==> src/rtl/seq_detector_param.sv <==
// seq_detector_param: run-time programmable serial pattern detector with
// overlapping/non-overlapping modes and a saturating match counter.
module seq_detector_param #(
    parameter int MAX_LEN = 8,
    parameter int LEN_W   = 4,
    parameter int CNT_W   = 8
) (
    input  logic               clk,
    input  logic               rst_n,
    input  logic               en,
    input  logic               din,
    input  logic [MAX_LEN-1:0] pattern,
    input  logic [LEN_W-1:0]   len,
    input  logic               overlap,
    input  logic               clr_cnt,
    output logic               match,
    output logic [CNT_W-1:0]   match_count,
    output logic [LEN_W-1:0]   fill
);
    localparam logic [LEN_W-1:0] MAX_L = LEN_W'(MAX_LEN);

    logic [MAX_LEN-1:0] window, window_next, mask;
    logic [LEN_W-1:0]   fill_inc, fill_next;
    logic               len_ok, hit;

    always_comb begin
        len_ok      = (len != '0) && (len <= MAX_L);
        mask        = ~({MAX_LEN{1'b1}} << len);
        window_next = en ? {window[MAX_LEN-2:0], din} : window;
        fill_inc    = (fill >= len) ? len : fill + LEN_W'(1);
        hit         = en && len_ok && (fill_inc == len) && (((window_next ^ pattern) & mask) == '0);
        // Non-overlapping mode discards history on a hit so the next match needs len fresh samples
        fill_next   = !len_ok         ? '0 :
                      hit && !overlap ? '0 :
                      en              ? fill_inc :
                      (fill > len)    ? len : fill;
    end

    always_ff @(posedge clk) begin
        if (!rst_n) begin
            window      <= '0;
            fill        <= '0;
            match       <= 1'b0;
            match_count <= '0;
        end else begin
            window      <= window_next;
            fill        <= fill_next;
            match       <= hit;
            match_count <= clr_cnt ? '0 :
                           (hit && match_count != '1) ? match_count + CNT_W'(1) : match_count;
        end
    end
endmodule

==> config.mk <==
export PLATFORM = sky130hd
export DESIGN_NAME = seq_detector_param
export DESIGN_NICKNAME = d
export VERILOG_FILES = /design/src/rtl/seq_detector_param.sv
export SDC_FILE = /design/constraint.sdc
export NUM_CORES = 1
export LEC_CHECK = 0
export CORE_AREA = 2 2 59 61
export DETAILED_ROUTE_END_ITERATION = 7
export DIE_AREA = 0 0 61 63
export GPL_TIMING_DRIVEN = 0
export PLACE_DENSITY = 0.83
export SYNTH_ARGS = -nofsm -noshare
export SYNTH_HDL_FRONTEND = slang
export SYNTH_SLANG_ARGS = --single-unit
==> constraint.sdc <==
create_clock -name clk -period 2.4 [get_ports clk]
set_input_delay 0.48 -clock clk [delete_from_list [all_inputs] [get_ports clk]]
set_output_delay 0.48 -clock clk [all_outputs]
set_load 0.02 [all_outputs]
==> metrics.txt, run 1 <==
crit path cell chain=clkdlybuf4s50_1 -> mux2i_1 -> xor2_1 -> buf_4 -> o2111ai_2 -> nor4_4 -> buf_6 -> a211oi_1 -> a41o_1; DRT Pass-1 Iters=4; initial antenna violation count=0; Top Family by Delay on Critical Path=buffers and inverters; Die W=61 µm; Worst Setup Start Kind=input pin; die span in y=63 µm; warnings from Yosys=0; fraction of registers with async set/reset=0%; H-Tree Depth=1; Adder-Cell Fraction of Synth Area=5.47%; Worst R2R Path Depth=9; slowest stage delay, CP=0.40 ns; Post-synth EDFFs=0; WP data arrival=2.55 ns; Seq/Total Area, Yosys=30.6%; via/cell ratio=5.32; clock sink total=21; nets@finish=225; mux share of post-synthesis cell area=7.38%; Final Hold Vio Count=0; commonest register cell after synthesis=dfxtp_1; Final Power=0.000741 W; Critical Path RT=2.61 ns; # setup viols final=0; critical path type=in -> reg; GRT Util Overall=17.2%; Netlist Area Pre-Place=0.00137 mm²; leading area contributor after synthesis=dfxtp_1; final hold slack=0.507 ns; clock slew at reported path FFs=0.12 ns; Post-Synth Simple-Gate Area=23.8%; IO buf count=27; dpl hpwl=2.19 mm; aggregate routed wire length=3.33 mm; Compound-Gate Fraction of Synth Area=16.1%; status=finished, final reports clean; commonest cells after routing, fill and taps aside=24 x clkdlybuf4s50_1, 18 x dfxtp_1, 11 x nor2_1; #FFs+latches synth=21; Final Util=58.5%; xor/xnor share of the synthesized area=10.2%; drc violations=0; Initial Util=42.5%; pwr dens=392 mW/mm²; global route overflow=0; count of cell types in the netlist=40; Slew Limit Headroom=73.1%; I/O Pins=31; via count=1309; Area Growth Syn to Fin=37.7%; Yosys top cell area share=30.6%; final setup margin=0.0626 ns; syn nets=184; Critical Path Fanout Max=5; VDD IR max=0.229 mV; routed len/inst=13.5 µm; DRT iter0 DRCs=44; top post-synthesis cells by area=dfxtp_1 31%, mux2i_1 6.6%, ha_1 5.5%, xnor2_1 5.1%, xor2_1 5.1%; Inserted Diodes=0; slowest library cell on the worst path=clkdlybuf4s50_1; largest family of logic cells by synthesized area=simple AND/OR/NAND/NOR gates; Final ANT Viol Nets=0; min Tclk post-route=2.34 ns; synthesized instance count=160; total die area=0.00384 mm²; Setup WS pre-CTS=-0.672 ns; CP Depth=9; max_cap viols=0; Worst Max-Slew Pin Slew=0.392 ns; leading cell type in the layout, fill and taps excluded=clkdlybuf4s50_1; Final Wtd Congestion=0.902; Final Max Tran Viols=0; first-pass GRT wire length=5.13 mm; Worst Skew=0.00613 ns; Max Root-Sink Buffers=2; CP bufs+invs=3; Inserted Clock Buffers=3; Hold/Removal Path Class=in -> reg; clk root buf=clkbuf_4; share of cells above drive strength 1=18.0%; fin crit share=97.4%; CP Capture Type=register; vias in the first global route=1158; Peak Freq=428 MHz; hold path depth=3; largest net degree at the start of global routing=13; core area=0.00323 mm²; clk_lat worst skew=0.31 ns; Syn Area/Cell=8.58 µm²; Sum Neg Setup Slack=0 ns; Leak Pwr=0.782 nW; Rows=21; TritonCTS clock tree=yes
==> cell families after synthesis <==
family / Yosys count
AO/OA/AOI/OAI: 33
flip-flops: 21
AND/OR/NAND/NOR: 57
multiplexers: 10
adder cells (fa/ha/maj): 6
XOR/XNOR: 16
buffers and inverters: 17
==> Yosys cell counts, types with 2 or more instances <==
library cell	number
nand2_1	8
nor2_1	11
ha_1	6
and3_1	6
a211oi_1	2
a31o_2	2
and2b_1	2
and2_1	2
nand3_1	3
buf_6	3
clkbuf_1	3
nand2b_1	2
nor4_1	2
nor3_1	6
o22ai_1	2
dfxtp_1	21
a21oi_1	9
nor2b_1	9
and4b_1	2
xnor2_1	8
a221oi_1	2
inv_1	9
mux2i_1	9
o21ai_0	6
xor2_1	8
o21a_1	3
==> per-stage QoR <==
step	instance area (µm²)	cells
finish	1890	246
global route	1890	246
CTS	1830	245
detailed placement	1700	233
global placement	1700	233
floorplan	1380	160
==> flip-flops by register name (all words and copies together), names as in the netlist <==
name / cells
window: 8
match_count: 8
match: 1
fill: 4
==> what timing repair did <==
| action | 4_1_cts | 5_1_grt |
|---|---|---|
| endpoints found under the setup margin | 13 | 10 |
| gates resized for setup | 9 | 19 |
| cloned | 1 | 0 |
| pin swaps | 4 | 4 |
| hold buffers | 0 | 0 |
| setup buffers | 7 | 1 |
==> path summary, 6_finish.rpt <==
path	from	slack, ns	end
worst max register to register	fill[0]	0.13	match_count[4]
worst min register to register	fill[2]	0.52	fill[2]
worst min-delay path	en	0.51	window[4]
worst max-delay path	din	0.06	match_count[4]
==> routing by layer <==
| metal | part of all wire (%) | GRT usage (%) | vias to the layer above |
|---|---|---|---|
| li1 | - | - | 652 |
| met1 | 46 | 24.1 | 613 |
| met2 | 48 | 25.9 | 40 |
| met3 | 4.3 | 2.07 | 4 |
| met4 | 0.93 | 7.34 | 0 |
| met5 | 0 | 0 | - |
==> where the power goes <==
| group | internal, W | total, W | switching (W) |
|---|---|---|---|
| clock | 0.0000622 | 0.000176 | 0.000114 |
| combinational | 0.0000997 | 0.000201 | 0.000102 |
| sequential | 0.000355 | 0.000363 | 0.00000834 |
==> worst register-to-register path: stages (launching register included) <==
cell and delay [ns]:
dfxtp_4 0.41, ha_2 0.29, xor2_1 0.15, o41ai_1 0.30, nor2_1 0.12, buf_4 0.17
nor4_4 0.30, buf_6 0.17, a211oi_1 0.06, a41o_1 0.21
==> cell type report <==
| type | instances | area (µm²) |
|---|---|---|
| plain buffers | 8 | 66.3 |
| flip-flops and latches | 21 | 427 |
| clock buffers | 3 | 22.5 |
| repair buffers | 36 | 339 |
| well taps | 46 | 57.6 |
| fillers | 286 | 1340 |
| multi-input cells | 122 | 940 |
| inverters | 9 | 33.8 |
| clock inverters | 1 | 5.00 |
(Power assumes the default switching activity.)
==> inputs of run 2 (changes only) <==
--- a/config.mk
+++ b/config.mk
@@ -5,6 +5,7 @@
 export SDC_FILE = /design/constraint.sdc
 export NUM_CORES = 1
 export LEC_CHECK = 0
+export ABC_AREA = 0
 export CORE_AREA = 2 2 59 61
 export DETAILED_ROUTE_END_ITERATION = 7
 export DIE_AREA = 0 0 61 63
==> results of run 2 <==
The final DEF is identical to that of run 1; final timing and power are the same.
